--- src/rtl/mips_pkg.sv ---
// Shared types and encodings for the MIPS-lite multi-cycle control unit.
package mips_pkg;

  localparam int unsigned OP_W   = 6;
  localparam int unsigned FN_W   = 6;
  localparam int unsigned ALU_W  = 3;
  localparam int unsigned SEL_W  = 2;
  localparam int unsigned STATE_W = 4;

  // Controller sequencing states
  typedef enum logic [STATE_W-1:0] {
    FETCH    = 4'd0,
    DECODE   = 4'd1,
    MEM_ADDR = 4'd2,
    MEM_RD   = 4'd3,
    MEM_WB   = 4'd4,
    MEM_WR   = 4'd5,
    R_EXE    = 4'd6,
    R_WB     = 4'd7,
    I_EXE    = 4'd8,
    I_WB     = 4'd9,
    BRANCH   = 4'd10,
    JUMP     = 4'd11,
    HALT     = 4'd12
  } state_t;

  // Opcodes
  localparam logic [OP_W-1:0] OP_RTYPE = 6'h00;
  localparam logic [OP_W-1:0] OP_J     = 6'h02;
  localparam logic [OP_W-1:0] OP_JAL   = 6'h03;
  localparam logic [OP_W-1:0] OP_BEQ   = 6'h04;
  localparam logic [OP_W-1:0] OP_ADDIU = 6'h09;
  localparam logic [OP_W-1:0] OP_ORI   = 6'h0D;
  localparam logic [OP_W-1:0] OP_LUI   = 6'h0F;
  localparam logic [OP_W-1:0] OP_LW    = 6'h23;
  localparam logic [OP_W-1:0] OP_SW    = 6'h2B;

  // R-type function codes
  localparam logic [FN_W-1:0] FN_ADDU = 6'h21;
  localparam logic [FN_W-1:0] FN_SUBU = 6'h23;
  localparam logic [FN_W-1:0] FN_AND  = 6'h24;
  localparam logic [FN_W-1:0] FN_OR   = 6'h25;
  localparam logic [FN_W-1:0] FN_SLT  = 6'h2A;

  // ALU operation encodings
  localparam logic [ALU_W-1:0] ALU_AND = 3'b000;
  localparam logic [ALU_W-1:0] ALU_OR  = 3'b001;
  localparam logic [ALU_W-1:0] ALU_ADD = 3'b010;
  localparam logic [ALU_W-1:0] ALU_LUI = 3'b100;
  localparam logic [ALU_W-1:0] ALU_SUB = 3'b110;
  localparam logic [ALU_W-1:0] ALU_SLT = 3'b111;

  // pc_source selects
  localparam logic [SEL_W-1:0] PCS_ALU    = 2'd0;
  localparam logic [SEL_W-1:0] PCS_ALUOUT = 2'd1;
  localparam logic [SEL_W-1:0] PCS_JUMP   = 2'd2;

  // reg_dst selects
  localparam logic [SEL_W-1:0] RDST_RT = 2'd0;
  localparam logic [SEL_W-1:0] RDST_RD = 2'd1;
  localparam logic [SEL_W-1:0] RDST_RA = 2'd2;

  // mem_to_reg selects
  localparam logic [SEL_W-1:0] M2R_ALUOUT = 2'd0;
  localparam logic [SEL_W-1:0] M2R_MDR    = 2'd1;
  localparam logic [SEL_W-1:0] M2R_PC     = 2'd2;

  // alu_src_b selects
  localparam logic [SEL_W-1:0] SRCB_B       = 2'd0;
  localparam logic [SEL_W-1:0] SRCB_FOUR    = 2'd1;
  localparam logic [SEL_W-1:0] SRCB_IMM     = 2'd2;
  localparam logic [SEL_W-1:0] SRCB_IMM_SH2 = 2'd3;

  // Full datapath control word driven by the controller
  typedef struct packed {
    logic             mem_req;
    logic             mem_we;
    logic             iord;
    logic             ir_write;
    logic             pc_en;
    logic [SEL_W-1:0] pc_source;
    logic             reg_write;
    logic [SEL_W-1:0] reg_dst;
    logic [SEL_W-1:0] mem_to_reg;
    logic             alu_src_a;
    logic [SEL_W-1:0] alu_src_b;
    logic             ext_zero;
    logic [ALU_W-1:0] alu_ctrl;
    logic             retire;
    logic             halted;
  } ctrl_t;

endpackage

--- src/rtl/mips_alu_decoder.sv ---
// R-type funct to ALU operation decode, flagging unsupported funct values.
module mips_alu_decoder
  import mips_pkg::*;
(
  input  logic [FN_W-1:0]  funct,
  output logic [ALU_W-1:0] alu_ctrl,
  output logic             illegal
);

  // Map funct to ALU op; unknown funct falls back to ADD and raises illegal
  always_comb begin
    alu_ctrl = ALU_ADD;
    illegal  = 1'b0;
    case (funct)
      FN_ADDU: alu_ctrl = ALU_ADD;
      FN_SUBU: alu_ctrl = ALU_SUB;
      FN_AND:  alu_ctrl = ALU_AND;
      FN_OR:   alu_ctrl = ALU_OR;
      FN_SLT:  alu_ctrl = ALU_SLT;
      default: illegal  = 1'b1;
    endcase
  end

endmodule

--- src/rtl/mips_mc_ctrl.sv ---
// Multi-cycle control unit: sequences fetch/decode/execute over a shared datapath.
module mips_mc_ctrl
  import mips_pkg::*;
(
  input  logic             clk,
  input  logic             rst,
  input  logic [OP_W-1:0]  opcode,
  input  logic [FN_W-1:0]  funct,
  input  logic             zero,
  input  logic             mem_ready,
  output logic             mem_req,
  output logic             mem_we,
  output logic             iord,
  output logic             ir_write,
  output logic             pc_en,
  output logic [SEL_W-1:0] pc_source,
  output logic             reg_write,
  output logic [SEL_W-1:0] reg_dst,
  output logic [SEL_W-1:0] mem_to_reg,
  output logic             alu_src_a,
  output logic [SEL_W-1:0] alu_src_b,
  output logic             ext_zero,
  output logic [ALU_W-1:0] alu_ctrl,
  output logic             retire,
  output logic             halted
);

  state_t           state;
  state_t           state_next;
  ctrl_t            ctrl;
  logic             pc_write;
  logic             pc_write_cond;
  logic [ALU_W-1:0] r_alu_ctrl;
  logic             r_illegal;

  mips_alu_decoder u_alu_dec (
    .funct    (funct),
    .alu_ctrl (r_alu_ctrl),
    .illegal  (r_illegal)
  );

  // State register; reset returns to FETCH
  always_ff @(posedge clk or posedge rst) begin
    if (rst) state <= FETCH;
    else     state <= state_next;
  end

  // Next-state and control decode; outputs forced low while rst is held
  always_comb begin
    state_next    = state;
    ctrl          = '0;
    pc_write      = 1'b0;
    pc_write_cond = 1'b0;

    case (state)
      FETCH: begin
        ctrl.mem_req   = 1'b1;
        ctrl.iord      = 1'b0;
        ctrl.alu_src_a = 1'b0;
        ctrl.alu_src_b = SRCB_FOUR;
        ctrl.alu_ctrl  = ALU_ADD;
        ctrl.pc_source = PCS_ALU;
        if (mem_ready) begin
          ctrl.ir_write = 1'b1;
          pc_write      = 1'b1;
          state_next    = DECODE;
        end
      end

      DECODE: begin
        // Speculatively compute the branch target into ALUOut
        ctrl.alu_src_a = 1'b0;
        ctrl.alu_src_b = SRCB_IMM_SH2;
        ctrl.alu_ctrl  = ALU_ADD;
        case (opcode)
          OP_LW, OP_SW:             state_next = MEM_ADDR;
          OP_RTYPE:                 state_next = R_EXE;
          OP_ADDIU, OP_ORI, OP_LUI: state_next = I_EXE;
          OP_BEQ:                   state_next = BRANCH;
          OP_J, OP_JAL:             state_next = JUMP;
          default:                  state_next = HALT;
        endcase
      end

      MEM_ADDR: begin
        ctrl.alu_src_a = 1'b1;
        ctrl.alu_src_b = SRCB_IMM;
        ctrl.alu_ctrl  = ALU_ADD;
        state_next     = (opcode == OP_LW) ? MEM_RD : MEM_WR;
      end

      MEM_RD: begin
        ctrl.mem_req = 1'b1;
        ctrl.iord    = 1'b1;
        if (mem_ready) state_next = MEM_WB;
      end

      MEM_WB: begin
        ctrl.reg_write  = 1'b1;
        ctrl.reg_dst    = RDST_RT;
        ctrl.mem_to_reg = M2R_MDR;
        ctrl.retire     = 1'b1;
        state_next      = FETCH;
      end

      MEM_WR: begin
        ctrl.mem_req = 1'b1;
        ctrl.mem_we  = 1'b1;
        ctrl.iord    = 1'b1;
        if (mem_ready) begin
          ctrl.retire = 1'b1;
          state_next  = FETCH;
        end
      end

      R_EXE: begin
        ctrl.alu_src_a = 1'b1;
        ctrl.alu_src_b = SRCB_B;
        ctrl.alu_ctrl  = r_alu_ctrl;
        state_next     = r_illegal ? HALT : R_WB;
      end

      R_WB: begin
        ctrl.reg_write  = 1'b1;
        ctrl.reg_dst    = RDST_RD;
        ctrl.mem_to_reg = M2R_ALUOUT;
        ctrl.retire     = 1'b1;
        state_next      = FETCH;
      end

      I_EXE: begin
        ctrl.alu_src_a = 1'b1;
        ctrl.alu_src_b = SRCB_IMM;
        case (opcode)
          OP_ORI: begin
            ctrl.alu_ctrl = ALU_OR;
            ctrl.ext_zero = 1'b1;
          end
          OP_LUI: begin
            ctrl.alu_ctrl = ALU_LUI;
            ctrl.ext_zero = 1'b1;
          end
          default: begin
            ctrl.alu_ctrl = ALU_ADD;
            ctrl.ext_zero = 1'b0;
          end
        endcase
        state_next = I_WB;
      end

      I_WB: begin
        ctrl.reg_write  = 1'b1;
        ctrl.reg_dst    = RDST_RT;
        ctrl.mem_to_reg = M2R_ALUOUT;
        ctrl.retire     = 1'b1;
        state_next      = FETCH;
      end

      BRANCH: begin
        ctrl.alu_src_a = 1'b1;
        ctrl.alu_src_b = SRCB_B;
        ctrl.alu_ctrl  = ALU_SUB;
        ctrl.pc_source = PCS_ALUOUT;
        ctrl.retire    = 1'b1;
        pc_write_cond  = 1'b1;
        state_next     = FETCH;
      end

      JUMP: begin
        ctrl.pc_source = PCS_JUMP;
        ctrl.retire    = 1'b1;
        pc_write       = 1'b1;
        if (opcode == OP_JAL) begin
          // PC already holds PC+4, which is the link value
          ctrl.reg_write  = 1'b1;
          ctrl.reg_dst    = RDST_RA;
          ctrl.mem_to_reg = M2R_PC;
        end
        state_next = FETCH;
      end

      HALT: begin
        ctrl.halted = 1'b1;
        state_next  = HALT;
      end

      default: state_next = FETCH;
    endcase

    ctrl.pc_en = pc_write | (pc_write_cond & zero);

    if (rst) ctrl = '0;
  end

  // Drive ports from the control word
  always_comb begin
    mem_req    = ctrl.mem_req;
    mem_we     = ctrl.mem_we;
    iord       = ctrl.iord;
    ir_write   = ctrl.ir_write;
    pc_en      = ctrl.pc_en;
    pc_source  = ctrl.pc_source;
    reg_write  = ctrl.reg_write;
    reg_dst    = ctrl.reg_dst;
    mem_to_reg = ctrl.mem_to_reg;
    alu_src_a  = ctrl.alu_src_a;
    alu_src_b  = ctrl.alu_src_b;
    ext_zero   = ctrl.ext_zero;
    alu_ctrl   = ctrl.alu_ctrl;
    retire     = ctrl.retire;
    halted     = ctrl.halted;
  end

endmodule

--- config.mk ---
export PLATFORM = sky130hd
export DESIGN_NAME = mips_mc_ctrl
export DESIGN_NICKNAME = d
export VERILOG_FILES = /design/src/rtl/mips_pkg.sv /design/src/rtl/mips_alu_decoder.sv /design/src/rtl/mips_mc_ctrl.sv
export SDC_FILE = /design/constraint.sdc
export NUM_CORES = 1
export LEC_CHECK = 0
export CAP_MARGIN = 20
export CORE_MARGIN = 4
export CORE_UTILIZATION = 47
export CTS_CLUSTER_DIAMETER = 80
export CTS_CLUSTER_SIZE = 28
export DETAILED_ROUTE_END_ITERATION = 8
export GPL_TIMING_DRIVEN = 0
export PLACE_DENSITY = 0.89
export SLEW_MARGIN = 25
export SYNTH_ARGS = -nofsm -noshare
export SYNTH_HDL_FRONTEND = slang
export SYNTH_HIERARCHICAL = 1
export SYNTH_SLANG_ARGS = --single-unit
--- constraint.sdc ---
create_clock -name clk -period 3.3 [get_ports clk]
set_clock_uncertainty 0.05 [all_clocks]
set_input_delay 0.33 -clock clk [delete_from_list [all_inputs] [get_ports clk]]
set_output_delay 0.33 -clock clk [all_outputs]
set_load 0.02 [all_outputs]
### Word level (Yosys, flattened, before mapping)

Index checks and enable logic that the tools add are counted.

| operators by class | value |
|---|---|
| muxes and demuxes | 25 |
| reductions and logical operators | 13 |
| equality and inequality tests | 28 |
| bitwise operators | 2 |

Operator list:

| kind | count |
|---|---|
| $eq A6 B6 Y1 const B | 7 |
| $pmux W3 S4 | 3 |
| $pmux W4 S8 | 1 |
| $mux W21 | 1 |
| $eq A4 B4 Y1 const B | 5 |
| $pmux W4 S5 | 1 |
| $pmux W5 S4 | 1 |
| $eq A6 B4 Y1 const B | 3 |
| $eq A4 B3 Y1 const B | 4 |
| $mux W4 | 4 |
| $eq A6 B2 Y1 const B | 2 |
| $reduce_or A2 Y1 | 5 |
| $reduce_or A5 Y1 | 2 |
| $reduce_or A3 Y1 | 3 |
| $eq A4 B2 Y1 const B | 2 |
| $mux W1 | 8 |
| $pmux W4 S2 | 1 |
| $eq A6 B3 Y1 const B | 1 |
| $logic_not A6 Y1 | 1 |
| $ne A2 B2 Y1 const B | 3 |
| $mux W5 | 1 |
| $eq A4 B1 Y1 const B | 1 |
| $logic_not A4 Y1 | 1 |
| $pmux W1 S2 | 2 |
| 5 further kinds | 5 |

| storage, ports and cells | value |
|---|---|
| input port bits | 16 |
| word-level logic and storage cells | 69 |
| register bits | 4 |
| output and inout bits | 21 |

### Depth between registers and ports, before layout

| logic depth | value |
|---|---|
| depth after elaboration | 5 |
| depth in mapped cells | 6 |
| mapped depth without buffers | 6 |

### Cells and area by module

Netlist, hierarchy kept.

By module, submodules not included:

| module | area an instance (um2) | instances | cells each | sequential area each (um2) |
|---|---|---|---|---|
| mips_mc_ctrl | 829.5 | 1 | 130 | 100.1 |
| mips_alu_decoder | 101.3 | 1 | 13 | 0.0 |

### Worst setup path before layout

OpenSTA, ideal clock, no wires.

| path | value |
|---|---|
| path type | register to output |
| from | register state[0] |
| to | output port reg_dst[1] |
| path buffers | 2 |
| data required time | 2.920 ns |
| cell stages (with the launch flop) | 6 |
| arrival time | 2.141 ns |
| path slack | 0.779 ns |
| path through | dfrtp_1 buf_2 nor2b_1 and3_1 nor4b_1 buf_4 |

| on the way | value |
|---|---|
| word-level cells in the longest chain between the ends | 3 |
| elaborated cells between the ends (all ways) | 6 |
| classes of those cells | eq/ne (4); mux (2) |

RTL lines:

| item | line | RTL |
|---|---|---|
| start: declaration | mips_mc_ctrl.sv:28 | `state_t state;` |
| start signal: assignment | mips_mc_ctrl.sv:45 | `else state <= state_next;` |
| $eq A4 B4 Y1 or $eq A4 B3 Y1 (tied branches) | mips_mc_ctrl.sv:55 | `case (state)` |
| $pmux W5 S4 (*) | mips_mc_ctrl.sv:55 |  |
| $mux W21 (*) | mips_mc_ctrl.sv:192 | `if (rst) ctrl = '0;` |
| end: declaration | mips_mc_ctrl.sv:18 | `output logic [SEL_W-1:0] reg_dst,` |

Mark *: on every way between the ends. The rest lies on a longest branch, timed or not.

### Final worst setup path

| path | value |
|---|---|
| from | input port opcode[2] |
| to | output port reg_write |

| on the way | value |
|---|---|
| word-level cells in the longest chain between the ends | 4 |

RTL lines:

| item | line | RTL |
|---|---|---|
| start: declaration | mips_mc_ctrl.sv:7 | `input logic [OP_W-1:0] opcode,` |
| $eq A6 B2 Y1 | mips_mc_ctrl.sv:173 | `if (opcode == OP_JAL) begin` |
| $mux W5 | mips_mc_ctrl.sv:173 |  |
| $pmux W5 S4 | mips_mc_ctrl.sv:55 |  |
| $mux W21 | mips_mc_ctrl.sv:192 |  |
| end: declaration | mips_mc_ctrl.sv:17 | `output logic reg_write,` |

Every way passes these cells.

==> metrics.yaml <==
power_and_ir_drop:
  netSwitchingFraction_pct: 51.5
  combPwrFrac_pct: 81.1
  leakage_uw: 0.000485
  internal-power_uw: 358
  pwr-share-clk_pct: 8.3
  power_density_mw_per_mm2: 557
  switchingPower_uw: 380
  p_seq_share_pct: 10.6
  vdd_drop_max_uv: 410
cells_and_area:
  design_area_mm2: 0.00133
  final_nets: 198
  largest_reg_flops: 4
  n_antenna_cell: 0
  syn2layout_area_growth_pct: 42.3
  final_common_cell: "clkdlybuf4s50_1"
  final_cell_mix: "clkdlybuf4s50_1 (34), nor2_1 (18), nor3_1 (12)"
  largest_register: "state"
  final_layout_size_suffix_gt1_share_pct: 11.1
  instances_no_fill: 205
  top_regs: "state x4"
detailed_routing:
  routedWlPerCell_um: 15.7
  drt_pass1_iterations: 4
  ant_nets: 0
  drt_iter0_drc: 53
  vias: 1267
  wirelength_um: 3220
  drc: 0
  viasPerCell: 6.18
placed_design:
  place_congestion: 0.941
  dp_slack_ps: 455
  placedCellCount: 202
  place_area_mm2: 0.00130
  dp.final_hpwl_um: 2470
  portBuffers: 34
clocking:
  clock-sinks: 4
  tritoncts: "yes"
  clockBufferDepth: 2
  cts_buffers: 3
  cts_hold_buf: 0
  cts_root_buf: "clkbuf_4"
  cts_resized: 0
  clk_pin_slew_ps: 40
  h-tree-depth: 1
  clkLatencyLatePin_ps: 240
  cts_setup_buffers: 0
sta:
  fin_hold_ws_ps: 190
  finalHoldViolations: 0
  fmax_mhz: 347
  drv_slew: 0
  finalSetupViolations: 0
  final.setup.tns_ps: 0
  post-route-min-period_ps: 2890
  post-route-period-util_pct: 87.4
  worst_slack_ps: 414
  tightestPinTransition_ps: 560
  slew_headroom_pct: 62.1
  rsz0062_at_grt: "no"
critical_path:
  cp_common_cell: "clkdlybuf4s50_1"
  crit_family: "buffers and inverters"
  worstSetupEndpointType: "output port"
  critPathRequiredTime_ps: 2920
  slowest_stage: "clkdlybuf4s50_1"
  max_stage_delay_ps: 610
  path_cells: "clkdlybuf4s50_1, or3_4, o41ai_2, a2bb2oi_1, nor2_1, clkdlybuf4s50_1"
  crit_buf_inv: 2
  start_kind: "input pin"
  worstSetupPathType: "in -> out"
  cp.arrival_ps: 2510
  worst-path-max-fanout: 7
yosys:
  synth-seq-area-share_pct: 10.8
  synth_area_um2: 931
  synth_edf_count: 0
  syn_inst: 143
  synth_flop_cell: "dfrtp_1"
  synthDistinctLibCells: 47
  syn_avg_cell_area_um2: 6.51
  synth_nets: 159
  yosysWarnings: 6
  ys_ff_latch: 4
  ys_async_sr_fraction_pct: 100
global_routing:
  antenna_found_initial: 0
  grt_pass1_wl_um: 5250
  grt_util_all_layers_pct: 24.4
  grt_pass1_vias: 1234
  grt_max_degree: 11
  overflow: 0
outcome:
  status: "completed"
floorplanning:
  initial_core_util_pct: 51.7
  rows: 15
  core_area_mm2: 0.00180
  die_area_mm2: 0.00276
  fp.dieH_um: 52.5
  chipWidth_um: 52.5
  ioPinCount: 37
worst_hold_path:
  hold_class: "in -> async"
flow_run:
  drv_cap: 0
## metal layers
| metal | part of all wire, % | wire length, µm | track usage, % |
|---|---|---|---|
| met1 | 41 | 1310 | 29.3 |
| met2 | 49 | 1590 | 43.2 |
| met3 | 7.6 | 245 | 3.42 |
| met4 | 2.3 | 73 | 8.94 |
| met5 | 0 | 0 | 0 |
## power groups by stage
stage          combinational (µW)  clock (µW)  sequential [µW]
2_1_floorplan                 400           0             73.7
3_3_place_gp                  571           0             75.8
3_5_place_dp                  584           0             77.7
4_1_cts                       587        60.8             77.5
5_1_grt                       646        61.9             80.0
6_report                      599        61.1             78.2
## cells in the mapped netlist (all sizes together), types with 2 or more instances
master    n  area [µm²]
and3      4        25.0
nor2     18        67.6
buf       9        52.6
or4       2        15.0
xnor2     2        17.5
o211ai    4        30.0
dfrtp     4         100
nand4bb   2        22.5
nor2b     8        50.1
inv       4        15.0
nand2b    5        31.3
o21ai     8        40.0
nand3     3        15.0
nand2    11        41.3
or2       3        18.8
nand3b    2        15.0
clkbuf    4        15.0
or3       2        17.5
nor3     13        70.1
nor3b     2        15.0
o31ai     2        15.0
a31oi     2        12.5
a21oi    10        50.1
nor4b     2        23.8
## layout make-up
cell class,count,area (µm²)
plain buffers,13,67.6
clock buffers,3,22.5
fillers,157,477
inverters,4,15.0
multi-input cells,122,748
flip-flops and latches,4,100
well taps,25,31.3
repair buffers,34,340
## logic make-up after synthesis
family          synth area share [%]
mux                             1.08
xor+xnor                        2.82
simple gates                    50.8
flops                           10.8
buf+inv                         8.87
compound gates                  25.7
## per-stage QoR
| stage | total power, µW | util [%] |
|---|---|---|
| floorplan | 473 | - |
| global placement | 647 | 72.3 |
| detailed placement | 661 | 72.3 |
| CTS | 725 | 73.5 |
| global route | 788 | 73.5 |
| finish | 738 | 73.5 |
## path summary, 6_finish.rpt
path,depth (start not counted),start,slack [ps],endpoint
setup reg to reg,5,state[0],1660,state[2]
hold / removal,2,rst,190,state[0]
max in group asynchronous,2,rst,2790,state[2]
setup / recovery,6,opcode[2],410,reg_write
min in group clk,4,opcode[1],560,state[2]
hold reg to reg,3,state[1],640,state[1]
## worst register-to-register path, stage by stage (launching register included)
cell and delay (ps):
dfrtp_1 340, buf_2 220, buf_1 360, nor2_1 170, o21ai_0 230, o211ai_1 130
(Power assumes the default switching activity.)
